**config.mk**
```make
export PLATFORM = sky130hd
export DESIGN_NAME = lidar_frame_tx
export DESIGN_NICKNAME = d
export VERILOG_FILES = /design/src/rtl/lidar_tx_pkg.sv /design/src/rtl/uart_tx_byte.sv /design/src/rtl/lidar_frame_tx.sv
export SDC_FILE = /design/constraint.sdc
export NUM_CORES = 1
export LEC_CHECK = 0
export BUFFER_PORTS_ARGS = -buffer_cell sky130_fd_sc_hd__buf_2
export CORE_MARGIN = 4
export CORE_UTILIZATION = 52
export DETAILED_ROUTE_END_ITERATION = 10
export PLACE_DENSITY = 0.74
export SETUP_SLACK_MARGIN = 0.3
export SYNTH_ARGS = -nofsm -noshare
export SYNTH_HDL_FRONTEND = slang
export SYNTH_HIERARCHICAL = 1
export SYNTH_SLANG_ARGS = --single-unit
```
**constraint.sdc**
```tcl
create_clock -name clock -period 3.33 [get_ports clock]
set_clock_uncertainty 0.2 [all_clocks]
set_input_delay 0.4995 -clock clock [delete_from_list [all_inputs] [get_ports clock]]
set_output_delay 0.4995 -clock clock [all_outputs]
set_load 0.005 [all_outputs]
```
**src/rtl/lidar_tx_pkg.sv**
```systemverilog
// Shared types and constants for the LIDAR frame transmitter.
// Holds the serializer state encoding, UART framing constants and default header.
package lidar_tx_pkg;

    typedef enum logic [1:0] {
        IDLE,
        START,
        DATA,
        STOP
    } state_t;

    localparam int UART_DATA_BITS = 8;
    localparam int UART_STOP_BITS = 1;

    localparam logic [15:0] DEFAULT_HEADER = 16'h55AA;

endpackage

```
**src/rtl/uart_tx_byte.sv**
```systemverilog
// Byte serializer: 8N1 UART with back-to-back byte chaining.
// A new byte offered during the last stop-bit cycle starts with no idle gap.
module uart_tx_byte
    import lidar_tx_pkg::*;
#(
    parameter int CLKS_PER_BIT = 16
) (
    input  logic       clock,
    input  logic       reset,
    input  logic       byte_valid,
    output logic       byte_ready,
    input  logic [7:0] byte_data,
    output logic       tx,
    output logic       busy
);

    localparam int CNT_W = $clog2(CLKS_PER_BIT);
    localparam logic [CNT_W-1:0] BIT_LAST = CNT_W'(CLKS_PER_BIT - 1);
    localparam logic [2:0] DATA_LAST = 3'(UART_DATA_BITS - 1);
    localparam logic [2:0] STOP_LAST = 3'(UART_STOP_BITS - 1);

    state_t           state;
    state_t           state_next;
    logic [CNT_W-1:0] bit_cnt;
    logic [2:0]       bit_idx;
    logic [7:0]       shreg;
    logic             bit_last;
    logic             stop_done;
    logic             take;

    assign bit_last  = bit_cnt == BIT_LAST;
    assign stop_done = bit_last && (bit_idx == STOP_LAST);
    assign take      = byte_valid && byte_ready;

    always_ff @(posedge clock or posedge reset) begin
        if (reset) begin
            state <= IDLE;
        end else begin
            state <= state_next;
        end
    end

    always_comb begin
        state_next = state;
        case (state)
            IDLE:    if (byte_valid) state_next = START;
            START:   if (bit_last) state_next = DATA;
            DATA:    if (bit_last && bit_idx == DATA_LAST) state_next = STOP;
            STOP:    if (stop_done) state_next = byte_valid ? START : IDLE;
            default: state_next = IDLE;
        endcase
    end

    always_comb begin
        tx         = 1'b1;
        busy       = 1'b1;
        byte_ready = 1'b0;
        case (state)
            IDLE: begin
                busy       = 1'b0;
                byte_ready = 1'b1;
            end
            START:   tx = 1'b0;
            DATA:    tx = shreg[bit_idx];
            STOP:    byte_ready = stop_done;
            default: busy = 1'b0;
        endcase
    end

    // bit_idx counts data bits in DATA and stop bits in STOP
    always_ff @(posedge clock or posedge reset) begin
        if (reset) begin
            bit_cnt <= '0;
            bit_idx <= '0;
            shreg   <= '0;
        end else begin
            if (state == IDLE || bit_last) begin
                bit_cnt <= '0;
            end else begin
                bit_cnt <= bit_cnt + 1'b1;
            end
            if (state_next != state) begin
                bit_idx <= '0;
            end else if (bit_last) begin
                bit_idx <= bit_idx + 1'b1;
            end
            if (take) begin
                shreg <= byte_data;
            end
        end
    end

endmodule

```
**src/rtl/lidar_frame_tx.sv**
```systemverilog
// LIDAR frame transmitter: header, snapshot payload, optional XOR checksum.
// Define LIDAR_FRAME_TX_CHECKSUM_EN to append the checksum byte.
module lidar_frame_tx
    import lidar_tx_pkg::*;
#(
    parameter int          CLKS_PER_BIT  = 16,
    parameter int          PAYLOAD_BYTES = 6,
    parameter logic [15:0] HEADER        = DEFAULT_HEADER
) (
    input  logic                       clock,
    input  logic                       reset,
    input  logic                       load_valid,
    output logic                       load_ready,
    input  logic [8*PAYLOAD_BYTES-1:0] payload,
    output logic                       tx,
    output logic                       tx_busy,
    output logic                       frame_done
);

`ifdef LIDAR_FRAME_TX_CHECKSUM_EN
    localparam int CSUM_BYTES = 1;
`else
    localparam int CSUM_BYTES = 0;
`endif
    localparam int NBYTES = 2 + PAYLOAD_BYTES + CSUM_BYTES;
    localparam int IDX_W  = $clog2(PAYLOAD_BYTES + 3);
    localparam logic [IDX_W-1:0] IDX_LAST = IDX_W'(NBYTES - 1);

    logic [8*PAYLOAD_BYTES-1:0] snapshot;
    logic [8*NBYTES-1:0]        frame_vec;
    logic [IDX_W-1:0]           byte_idx;
    logic [7:0]                 byte_data;
    logic                       armed;
    logic                       accept;
    logic                       byte_valid;
    logic                       byte_ready;
    logic                       byte_end;
    logic                       last_byte;
    logic                       ser_busy;
    int                         sel;

`ifdef LIDAR_FRAME_TX_CHECKSUM_EN
    logic [7:0] csum;

    always_comb begin
        csum = HEADER[15:8] ^ HEADER[7:0];
        for (int i = 0; i < PAYLOAD_BYTES; i++) begin
            csum = csum ^ snapshot[8*i +: 8];
        end
    end

    assign frame_vec = {HEADER, snapshot, csum};
`else
    assign frame_vec = {HEADER, snapshot};
`endif

    assign load_ready = armed && !ser_busy;
    assign accept     = load_valid && load_ready;
    assign byte_end   = ser_busy && byte_ready;
    assign last_byte  = byte_idx == IDX_LAST;
    assign byte_valid = accept || (byte_end && !last_byte);
    assign tx_busy    = ser_busy;

    // frame_vec holds the first byte in its top slot
    always_comb begin
        sel       = accept ? NBYTES - 1 : NBYTES - 2 - int'(byte_idx);
        byte_data = frame_vec[8*NBYTES-1 -: 8];
        for (int i = 0; i < NBYTES; i++) begin
            if (i == sel) byte_data = frame_vec[8*i +: 8];
        end
    end

    always_ff @(posedge clock or posedge reset) begin
        if (reset) begin
            armed      <= 1'b0;
            snapshot   <= '0;
            byte_idx   <= '0;
            frame_done <= 1'b0;
        end else begin
            armed      <= 1'b1;
            frame_done <= 1'b0;
            if (accept) begin
                snapshot <= payload;
                byte_idx <= '0;
            end else if (byte_end) begin
                if (last_byte) begin
                    byte_idx   <= '0;
                    frame_done <= 1'b1;
                end else begin
                    byte_idx <= byte_idx + 1'b1;
                end
            end
        end
    end

    uart_tx_byte #(
        .CLKS_PER_BIT(CLKS_PER_BIT)
    ) u_ser (
        .clock     (clock),
        .reset     (reset),
        .byte_valid(byte_valid),
        .byte_ready(byte_ready),
        .byte_data (byte_data),
        .tx        (tx),
        .busy      (ser_busy)
    );

endmodule
```
== Yosys cells after proc, flatten, opt, wreduce, memory -nomap -nowiden ==
Cells that the tools add are included.
Cells by class
  add/sub/neg operators: 4
  magnitude comparators: 1
  eq/ne operators: 14
  muxes and demuxes: 29
  reductions and logical operators: 15
Operators by type and width (number)
  $eq A4 B32 Y1 const A: 4
  $eq A3 B32 Y1 const A: 2
  $mux W8: 8
  $eq A2 B32 Y1 const A: 1
  $logic_not A32 Y1: 1
  $mux W32: 1
  $mux W4: 4
  $add A4 B1 Y4 const B: 2
  $mux W2: 4
  $pmux W2 S4: 1
  $logic_and A1 B1 Y1: 7
  $mux W1: 6
  $mux W3: 2
  $sub A3 B4 Y5 const A: 1
  $eq A2 B2 Y1 const B: 2
  $eq A4 B3 Y1 const B: 1
  $eq A4 B4 Y1 const B: 1
  $lt A3 B4 Y1 const B: 1
  $pmux W1 S2: 2
  $reduce_bool A2 Y1: 2
  $add A3 B1 Y3 const B: 1
  $bmux W1 S3: 1
  $eq A3 B3 Y1 const B: 1
  $logic_not A3 Y1: 1
  5 further kinds: 6
Word-level totals
  flip-flop bits (word level): 71
  input bits: 51
  output and inout port bits: 4
  logic and storage cells: 71

== Logic depth before layout (Yosys ltp) ==
Gate-level depths: netlist (run 1).
  depth after elaboration: 13
  gate-level depth with buffers: 12
  gate-level depth less buffers: 12

== Hierarchy ==
Netlist (run 1), hierarchy kept.
Modules (own cells, without submodules)
  lidar_frame_tx: times used 1, cells an instance 317, area an instance 2710.1 um^2, seq. area each 1351.3 um^2
  uart_tx_byte: times used 1, cells an instance 93, area an instance 1057.3 um^2, seq. area each 425.4 um^2

== Worst setup path before layout (run 1) ==
No wires, ideal clock.
  path kind: flip-flop to flip-flop
  start: register u_ser.state[0]
  end: register u_ser.shreg[0]
  setup time: 0.125 ns
  arrival: 2.844 ns
  data required time: 3.005 ns
  slack: 0.162 ns
  stages on the path, launching flop included: 12
  buffers on the path: 3
  clock period less this slack: 3.168 ns
  path through: dfrtp_1 > inv_1 > ha_1 > clkbuf_1 > inv_1 > nand3b_2 > buf_2 > clkbuf_1 > nand2_1 > inv_1 > nor3_4 > mux2_2
Between the ends
  elaborated cells between the ends (all ways): 27
  classes of those cells: eq/ne (8); mux (11); reduce/logical (8)
RTL lines
  from (decl): line uart_tx_byte.sv:22  | state_t state;
  from (signal assigned): line uart_tx_byte.sv:39  | state <= state_next;
  $logic_not A2 Y1: line uart_tx_byte.sv:58  | case (state)
  $mux W1: line uart_tx_byte.sv:58
  named net tx_busy: line lidar_frame_tx.sv:16  | output logic tx_busy,
  $logic_and A1 B1 Y1: line lidar_frame_tx.sv:59  | assign byte_end = ser_busy && byte_ready;
  $logic_and A1 B1 Y1: line lidar_frame_tx.sv:61  | assign byte_valid = accept || (byte_end && !last_byte);
  $logic_or A1 B1 Y1: line lidar_frame_tx.sv:61
  named net byte_valid: line lidar_frame_tx.sv:35  | logic byte_valid;
  $logic_and A1 B1 Y1: line uart_tx_byte.sv:33  | assign take = byte_valid && byte_ready;
  to (signal assigned): line uart_tx_byte.sv:88  | shreg <= byte_data;
  to (decl): line uart_tx_byte.sv:26  | logic [7:0] shreg;
The timed path passes the listed nets, and every way through them passes these cells.
A chain may end at the register's enable or synchronous reset.

== Final worst setup path (run 1) ==
  start: register u_ser.bit_cnt[0]
  end: register u_ser.shreg[1]
Between the ends
  cells in the longest elaborated chain, start to end: 7
Ends and longest elaborated chain
  from (decl): line uart_tx_byte.sv:24  | logic [CNT_W-1:0] bit_cnt;
  from (signal assigned): line uart_tx_byte.sv:80  | bit_cnt <= bit_cnt + 1'b1;
  $eq A4 B4 Y1: line uart_tx_byte.sv:31  | assign bit_last = bit_cnt == BIT_LAST;
  $logic_and A1 B1 Y1: line uart_tx_byte.sv:32  | assign stop_done = bit_last && (bit_idx == STOP_LAST);
  $pmux W1 S2: line uart_tx_byte.sv:58
  named net byte_ready: line lidar_frame_tx.sv:36  | logic byte_ready;
  $logic_and A1 B1 Y1: line lidar_frame_tx.sv:59
  $logic_and A1 B1 Y1: line lidar_frame_tx.sv:61
  $logic_or A1 B1 Y1: line lidar_frame_tx.sv:61
  named net byte_valid: line lidar_frame_tx.sv:35
  $logic_and A1 B1 Y1: line uart_tx_byte.sv:33
The timed path passes the listed nets, and every way through them passes these cells.

==> metrics.yaml, run 1 <==
synthArstFlopShare: 1.000
insertion_delay_ns: 0.35
synthAdderAreaFrac: 0.02989
core_sq_mm: 0.006907
cts_buffer_depth: 2
final_cell_mix: "nand2_1, dfrtp_1, buf_2"
core.rowCount: 30
ys.flop_type: "dfrtp_1"
p_switching_mw: 0.3737
cts_root_buffer: "clkbuf_8"
final_nets: 522
drive_gt1_frac: 0.2184
p_int_mw: 1.234
yosysWarnings: 6
maxCapViolCount: 0
synth_cells: 410
grt_first_pass_wirelength_mm: 14.73
min_path_type: "primary input to async pin"
crit_slowest_cell: "dfrtp_1"
synth_nets: 470
switching_share: 0.2324
ios: 55
startpoint_type: "flip-flop"
instances_no_fill: 563
hpwl_mm: 6.463
combPwrFrac: 0.029
synth-compound-area-share: 0.1491
dieHeight_um: 93.12
h-tree-depth: 3
mappedNetlistArea_sq_mm: 0.003767
post_synth_and_or_nand_nor_area_fraction: 0.2405
fin_crit_sh: 0.8567
grt_pass1_vias: 3081
synth_edf_count: 0
first_pass_iters: 4
ys_seq_elements: 71
slew_headroom: 0.5460
synth_top_family_by_area: "simple AND/OR/NAND/NOR gates"
path_delay_family: "simple AND/OR/NAND/NOR gates"
slowest_delay_ns: 0.40
n_antenna_cell: 0
crit_buf_inv: 2
antenna_found_initial: 0
dieWidth_um: 93.12
worstPathMaxFanout: 11
via_per_inst: 5.563
cp_cell_sequence: "ha_1, and3_4, a31oi_4, nor2_2, nand2_1, o21bai_1, nand2_1, inv_1, nor3_4, buf_12, mux2_2"
critPathKind: "flip-flop to flip-flop"
worst_ir_drop_vdd_v: 0.0002594
place.gp.congestion: 0.8569
track_usage: 0.2172
synth_seq_area_share: 0.4716
drt-initial-drc-count: 130
leakagePower_nw: 2.143
area_growth_syn_to_layout_pct: 14.55
drtAntennaViolNets: 0
cts_num_sinks: 71
synthXorXnorAreaFrac: 0.01661
wl_per_cell_um: 15.75
final_max_slew_viol_count: 0
cpMostUsedCell: "nand2_1"
fp.dieArea_sq_mm: 0.008670
setup_tns_ns: 0
crit_path_end_kind: "flip-flop"
dp.cells: 546
worstMarginPinSlew_ns: 0.6810
grt_max_degree: 55
hold-worst-slack_ns: 0.04868
outcome: "completed"
portBuffers: 54
setup_viol_count_final: 0
vias: 3132
clkTransAtPathRegs_ns: 0.08
p_per_area_mw_per_mm2: 372.6
final_common_cell: "nand2_1"
seq_power_share: 0.537
grt_setup_unrepaired: "no"
drt-total-wl_mm: 8.865
synthMuxAreaShare: 0.04716
cts_buffers: 9
drt_drc_violations_left: 0
clock.fmax_ghz: 0.3505
finalHoldViolations: 0
grt_overflow: 0
post_synth_num_cell_types: 54
cts_tree: "done"
synth.avg_cell_area_sq_um: 9.189
cp.required_ns: 3.36
clkPwrFrac: 0.434
initial_core_util: 0.5455
period_minus_slack_ns: 2.853
cp.arrival_ns: 2.88
-- metrics by stage --
step	instance area [sq um]	power, mW	utilization	setup slack [ns]
6_report	4315	1.608	0.6248	0.4772
5_1_grt	4315	1.665	0.6248	0.3139
4_1_cts	4282	1.617	0.6199	0.3279
3_5_place_dp	4086	0.9277	0.5917	0.3339
3_3_place_gp	4086	0.9264	0.5917	0.4577
2_1_floorplan	3769	0.8931	-	0.3037
-- power by group through the flow --
stage          registers [mW]  clock network, mW  logic (mW)
6_report                0.863              0.698      0.0468
5_1_grt                 0.863              0.748      0.0545
4_1_cts                 0.863              0.706      0.0483
3_5_place_dp            0.880                  0      0.0480
3_3_place_gp            0.880                  0      0.0466
2_1_floorplan           0.880                  0      0.0136
-- sequential cells by signal, indices dropped and copies added, names as in the netlist --
| name | cells |
|---|---|
| snapshot | 48 |
| u_ser/shreg | 8 |
| byte_idx | 4 |
| u_ser/bit_cnt | 4 |
| u_ser/bit_idx | 3 |
| u_ser/state | 2 |
| armed | 1 |
| frame_done | 1 |
-- timing repair --
item | 4_1_cts | 5_1_grt
setup buffers | 0 | 1
hold endpoints to repair | 0 | 0
hold buffers | 0 | 0
gates resized for setup | 0 | 3
endpoints found under the setup margin | 0 | 11
-- path summary, 6_finish.rpt --
path | to | depth (start not counted) | slack, ns | startpoint
worst max register to register | u_ser/shreg[1]$_DFFE_PP0P_ | 11 | 0.48 | u_ser/bit_cnt[0]$_DFF_PP0_
min in group clock | snapshot[5]$_DFFE_PP0P_ | 3 | 0.13 | payload[5]
worst min-delay path | u_ser/bit_cnt[3]$_DFF_PP0_ | 2 | 0.05 | reset
worst max-delay path | u_ser/shreg[1]$_DFFE_PP0P_ | 11 | 0.48 | u_ser/bit_cnt[0]$_DFF_PP0_
worst min register to register | snapshot[42]$_DFFE_PP0P_ | 2 | 0.28 | snapshot[42]$_DFFE_PP0P_
max in group asynchronous | snapshot[32]$_DFFE_PP0P_ | 3 | 2.33 | reset
-- area by class of cell --
| cell class | instances | area [sq um] |
|---|---|---|
| clock buffer | 10 | 127.6 |
| clock inverter | 6 | 67.56 |
| fill | 613 | 2591 |
| inverter | 13 | 48.80 |
| multi-input combinational | 306 | 1839 |
| sequential | 71 | 1777 |
| tap | 96 | 120.1 |
| timing repair buffer | 61 | 335.3 |
-- cells in the mapped netlist (all sizes together) (3+ instances only) --
library cell / count / area share
nand2: 148 / 0.15
dfrtp: 71 / 0.47
buf: 14 / 0.025
nor2: 14 / 0.014
a32oi: 13 / 0.030
inv: 13 / 0.013
o21ai: 13 / 0.018
nor3: 11 / 0.018
mux2: 10 / 0.030
nand3: 10 / 0.013
ha: 9 / 0.030
a211oi: 8 / 0.016
a31oi: 7 / 0.016
clkbuf: 6 / 0.0060
nand2b: 6 / 0.011
o211ai: 6 / 0.012
or3: 5 / 0.0096
o32ai: 4 / 0.0093
a211o: 3 / 0.0070
a21oi: 3 / 0.0040
and3: 3 / 0.0063
nor2b: 3 / 0.0050
xnor2: 3 / 0.0070
-- logic make-up after synthesis --
logic type,Yosys count
AO/OA/AOI/OAI,69
XOR/XNOR,5
adder cells (fa/ha/maj),9
buffers and inverters,33
flip-flops,71
multiplexers,14
other,1
AND/OR/NAND/NOR,208
-- metal layers --
metal  track usage  vias up  wire length [um]
li1              -     1519                 -
met1        0.2946     1497              4082
met5             0        -                 0
met4       0.06960        0               135
met2        0.3383      100              4173
met3       0.06114       16               473
No activity file was read; power rests on OpenSTA's default activity.
==> inputs of run 2 (changes only) <==
ABC_AREA = 1   (was default)
CORE_UTILIZATION = 51   (was 52)
PLACE_DENSITY = 0.72   (was 0.74)
==> metrics.yaml, run 2 <==
ys.flop_type: "dfrtp_1"
wl_per_cell_um: 13.41
netlist_top_cells_area: "dfrtp_1, nand2_1, o21ai_0"
cts_buffers: 9
grt_overflow: 0
synthTopCellsByCount: "nand2_1, dfrtp_1, inv_1, o21ai_0, nor2_1"
report.power.total_mw: 1.531
finalHoldViolations: 0
ios: 55
clock.fmax_ghz: 0.3611
final_common_cell: "nand2_1"
grtUsageMet2: 0.3449
cts_root_buffer: "clkbuf_8"
final_max_slew_viol_count: 0
vias: 3181
via_per_inst: 5.065
fp.dieArea_sq_mm: 0.008673
worst_ir_drop_vdd_v: 0.0002181
synth_nets: 532
grt_first_pass_wirelength_mm: 14.48
setup_tns_ns: 0
maxCapViolCount: 0
outcome: "completed"
antenna_found_initial: 0
track_usage: 0.2113
fin_crit_sh: 0.8316
busiest_layer: "met2"
drt-initial-drc-count: 200
final_nets: 587
cts_tree: "done"
hpwl_mm: 5.954
place.gp.congestion: 0.8792
critPathKind: "flip-flop to flip-flop"
initial_core_util: 0.5351
cp.required_ns: 3.38
worstMarginPinSlew_ns: 0.6610
slew_headroom: 0.5589
synth.most_common_cell: "nand2_1"
dieHeight_um: 93.13
min_from: "payload[9]"
p_per_area_mw_per_mm2: 360.9
mappedNetlistArea_sq_mm: 0.003696
synth_largest_area_cell: "dfrtp_1"
first_pass_iters: 4
dp_slack_ns: 0.4392
n_antenna_cell: 0
ys_seq_elements: 71
min_path_type: "primary input to flip-flop"
cp.arrival_ns: 2.82
post_synth_num_cell_types: 33
crit_path_end_kind: "flip-flop"
worstSetupStartpoint: "u_ser/state[1]$_DFF_PP0_"
final_area_sq_mm: 0.004242
synth_seq_area_share: 0.4807
startpoint_type: "flip-flop"
largest_register_ffs: 48
portBuffers: 54
synth_edf_count: 0
cts_buffer_depth: 2
grt_max_degree: 69
synth.avg_cell_area_sq_um: 7.831
h-tree-depth: 3
yosysWarnings: 6
insertion_delay_ns: 0.35
grt_use_met3: 0.03379
max_flop_register: "snapshot"
grt_use_met1: 0.2794
grt_pass1_vias: 3215
area_growth_syn_to_layout_pct: 14.76
drt-total-wl_mm: 8.423
finalWorstSetupSlack_ns: 0.5609
fill_cells: 666
clkTransAtPathRegs_ns: 0.08
reg.largest.list: "snapshot x48, u_ser/shreg x8"
synth_cells: 472
hold-worst-slack_ns: 0.1348
dieWidth_um: 93.13
worstPathMaxFanout: 33
synthArstFlopShare: 1.000
cts_num_sinks: 71
drtAntennaViolNets: 0
core.rowCount: 30
r2r-start: "u_ser/state[1]$_DFF_PP0_"
core_sq_mm: 0.006907
grt_setup_unrepaired: "yes"
drive_gt1_frac: 0.1880
leakagePower_nw: 2.366
drt_drc_violations_left: 0
post_cts_buffers: 0
period_minus_slack_ns: 2.769
synth_top_area_frac: 0.4807
place_area_sq_mm: 0.004033
final_cell_mix: "nand2_1, dfrtp_1, buf_2"
setup_viol_count_final: 0
## run 2: cell count changes in the layout (fill, tap and decap cells not counted), sizes merged, moves of 8 or more
cell and change:
a211oi -8, a32oi -13, inv +37, mux2 -10
nand2 +31, nand3 +19, nand4 +27, nor2 +23
nor3 -10, o21ai +23
## run 2: cell families after synthesis
group | Yosys count | share of synthesized area
fa+ha+maj | 9 | 0.03047
xor+xnor | 2 | 0.004740
other cells | 1 | 0.001015
simple gates | 273 | 0.3304
buf+inv | 68 | 0.07684
flops | 71 | 0.4807
compound gates | 48 | 0.07583
## run 2: final timing paths
check / end / slack (ns) / depth (start not counted)
worst max-delay path: u_ser/shreg[4]$_DFFE_PP0P_ / 0.56 / 15
worst min-delay path: snapshot[9]$_DFFE_PP0P_ / 0.13 / 3
worst max register to register: u_ser/shreg[4]$_DFFE_PP0P_ / 0.56 / 15
worst min register to register: u_ser/bit_cnt[0]$_DFF_PP0_ / 0.27 / 1
max in group asynchronous: snapshot[46]$_DFFE_PP0P_ / 1.61 / 4
min in group asynchronous: byte_idx[0]$_DFFE_PP0P_ / 0.53 / 3
## run 2: through the flow
step / std cells / utilization
after global routing: 628 / 0.6141
after CTS: 627 / 0.6103
after detailed placement: 610 / 0.5839
after global placement: 610 / 0.5839
after floorplan: 472 / -
final: 628 / 0.6141
## run 2: worst max-delay path: stages, from the launching register on
cell and delay, ns:
dfrtp_1 0.46, inv_1 0.12, ha_1 0.24, inv_2 0.16, inv_2 0.07, nand3_4 0.09, buf_8 0.23, nand2_1 0.18
nor2_2 0.37, nand4_1 0.15, nand2_1 0.11, nor2_1 0.04, nand3_1 0.06, nor2_1 0.04, nand3_1 0.08, nand2_1 0.05
## run 2: final cells by class
cell class              instances  area [sq um]  area share
flip-flops and latches         71          1777      0.4189
multi-input cells             334          1654      0.3900
repair buffers                 59         317.8     0.07493
inverters                      52         200.2     0.04720
clock buffers                   9         123.9     0.02920
well taps                      96         120.1     0.02832
clock inverters                 7         48.80     0.01150
## run 2: power by group
group          internal, mW  total (mW)  switching (mW)
combinational        0.0218      0.0469          0.0251
clock                 0.269       0.621           0.352
sequential            0.862       0.862        0.000621
## run 2: per-layer routing
metal	vias to the layer above	share of wire
met3	11	0.065
met2	106	0.46
met5	-	0
li1	1618	-
met1	1446	0.46
met4	0	0.015
## run 2: repair_timing
item	CTS	global route
resized for setup	0	4
setup endpoints to repair	0	8
hold buffers	1	0
hold endpoints to repair	22	0
==> inputs of run 3 (changes only) <==
CORE_UTILIZATION = 57   (was 51)
PLACE_DENSITY = 0.77   (was 0.72)
clock period = 2.7 ns   (was 3.33 ns; I/O delays follow)
==> metrics.yaml, run 3 (same netlist as run 2, synthesis figures left out) <==
final_max_slew_viol_count: 0
portBuffers: 54
maxCapViolCount: 0
reg.largest.list: "snapshot x48, u_ser/shreg x8"
cp.arrival_ns: 1.73
crit_path_end_kind: "output port"
wl_per_cell_um: 13.59
drt_drc_violations_left: 0
antenna_found_initial: 0
cts_buffer_depth: 2
vias: 3273
p_int_mw: 1.543
initial_core_util: 0.5854
min_path_type: "primary input to flip-flop"
dieHeight_um: 88.53
worstPathMaxFanout: 5
hold-worst-slack_ns: 0.04559
finalWorstSetupSlack_ns: 0.3656
cts_root_buffer: "clkbuf_8"
outcome: "completed"
drtAntennaViolNets: 0
grt_pass1_vias: 3193
max_flop_register: "snapshot"
dp.cells: 595
fin_crit_sh: 0.8646
track_usage: 0.2336
largest_register_ffs: 48
cts_buffers: 9
ios: 55
final_cell_mix: "nand2_1, dfrtp_1, buf_2"
final_nets: 605
grt_setup_unrepaired: "yes"
clock.fmax_ghz: 0.4284
cp.required_ns: 2.10
drive_gt1_frac: 0.2382
core_sq_mm: 0.006314
core.rowCount: 29
via_per_inst: 5.220
insertion_delay_ns: 0.35
final_common_cell: "nand2_1"
clkPwrFrac: 0.431
period_minus_slack_ns: 2.334
setup_tns_ns: 0
leakagePower_nw: 2.473
clkTransAtPathRegs_ns: 0.07
drt-total-wl_mm: 8.519
place.gp.congestion: 0.9224
finalHoldViolations: 0
startpoint_type: "flip-flop"
first_pass_iters: 5
cts_tree: "done"
worstMarginPinSlew_ns: 0.6700
switching_share: 0.2180
hpwl_mm: 5.902
p_switching_mw: 0.4301
instances_no_fill: 627
h-tree-depth: 3
area_growth_syn_to_layout_pct: 20.07
p_per_area_mw_per_mm2: 444.5
setup_viol_count_final: 0
critPathKind: "flip-flop to output port"
grt_first_pass_wirelength_mm: 14.26
grt_overflow: 0
n_antenna_cell: 0
seq_power_share: 0.539
slew_headroom: 0.5533
utilization: 0.7029
cts_num_sinks: 71
worst_ir_drop_vdd_v: 0.0003716
fp.dieArea_sq_mm: 0.007837
dieWidth_um: 88.53
grt_max_degree: 69
drt-initial-drc-count: 294
combPwrFrac: 0.029
dp_slack_ns: 0.1502
## run 3: per-layer routing
metal,global-route usage,routed length [um]
met4,0.09753,143
met1,0.3269,3959
met2,0.3644,3956
met3,0.03631,460
met5,0,0
## run 3: power groups by stage
stage	Combinational [mW]	Clock, mW	Sequential, mW
2_1_floorplan	0.0158	0	1.08
3_3_place_gp	0.0574	0	1.09
3_5_place_dp	0.0589	0	1.09
4_1_cts	0.0603	0.856	1.06
5_1_grt	0.0664	0.897	1.06
6_report	0.0579	0.851	1.06
## run 3: repair_timing
action / in CTS / in global routing
pin swaps: 1 / 2
hold buffers: 1 / 0
gates resized for setup: 8 / 16
setup buffers: 4 / 11
gates cloned: 0 / 0
setup endpoints to repair: 11 / 29
hold endpoints to repair: 17 / 0
## run 3: area by class of cell
cell class              instances  area [sq um]
multi-input cells             333          1693
repair buffers                 78         469.2
clock buffers                  13         148.9
clock inverters                 3         42.54
inverters                      52         207.7
well taps                      77         96.34
fillers                       508          1876
flip-flops and latches         71          1780
## run 3: path summary, 6_finish.rpt
| path | from | end | slack [ns] | cells after the start |
|---|---|---|---|---|
| setup / recovery | u_ser/state[0]$_DFF_PP0_ | tx | 0.37 | 6 |
| hold / removal | payload[42] | snapshot[42]$_DFFE_PP0P_ | 0.05 | 3 |
| setup reg to reg | u_ser/state[1]$_DFF_PP0_ | u_ser/shreg[2]$_DFFE_PP0P_ | 0.41 | 16 |
| hold reg to reg | u_ser/bit_cnt[0]$_DFF_PP0_ | u_ser/bit_cnt[0]$_DFF_PP0_ | 0.27 | 1 |
| max in group asynchronous | reset | snapshot[43]$_DFFE_PP0P_ | 1.27 | 4 |
| min in group asynchronous | reset | u_ser/shreg[5]$_DFFE_PP0P_ | 0.50 | 3 |
## run 3: worst max-delay path, cell delays in order, from the launching register on
cell and delay (ns):
dfrtp_2 0.43, inv_4 0.06, buf_4 0.14, ha_1 0.25
or2_2 0.34, nand2_1 0.07, buf_2 0.10
## run 3: per-stage QoR
stage	power [mW]	area [sq um]
global route	2.027	4438
finish	1.973	4438
global placement	1.142	4039
floorplan	1.101	3696
detailed placement	1.144	4039
CTS	1.981	4304
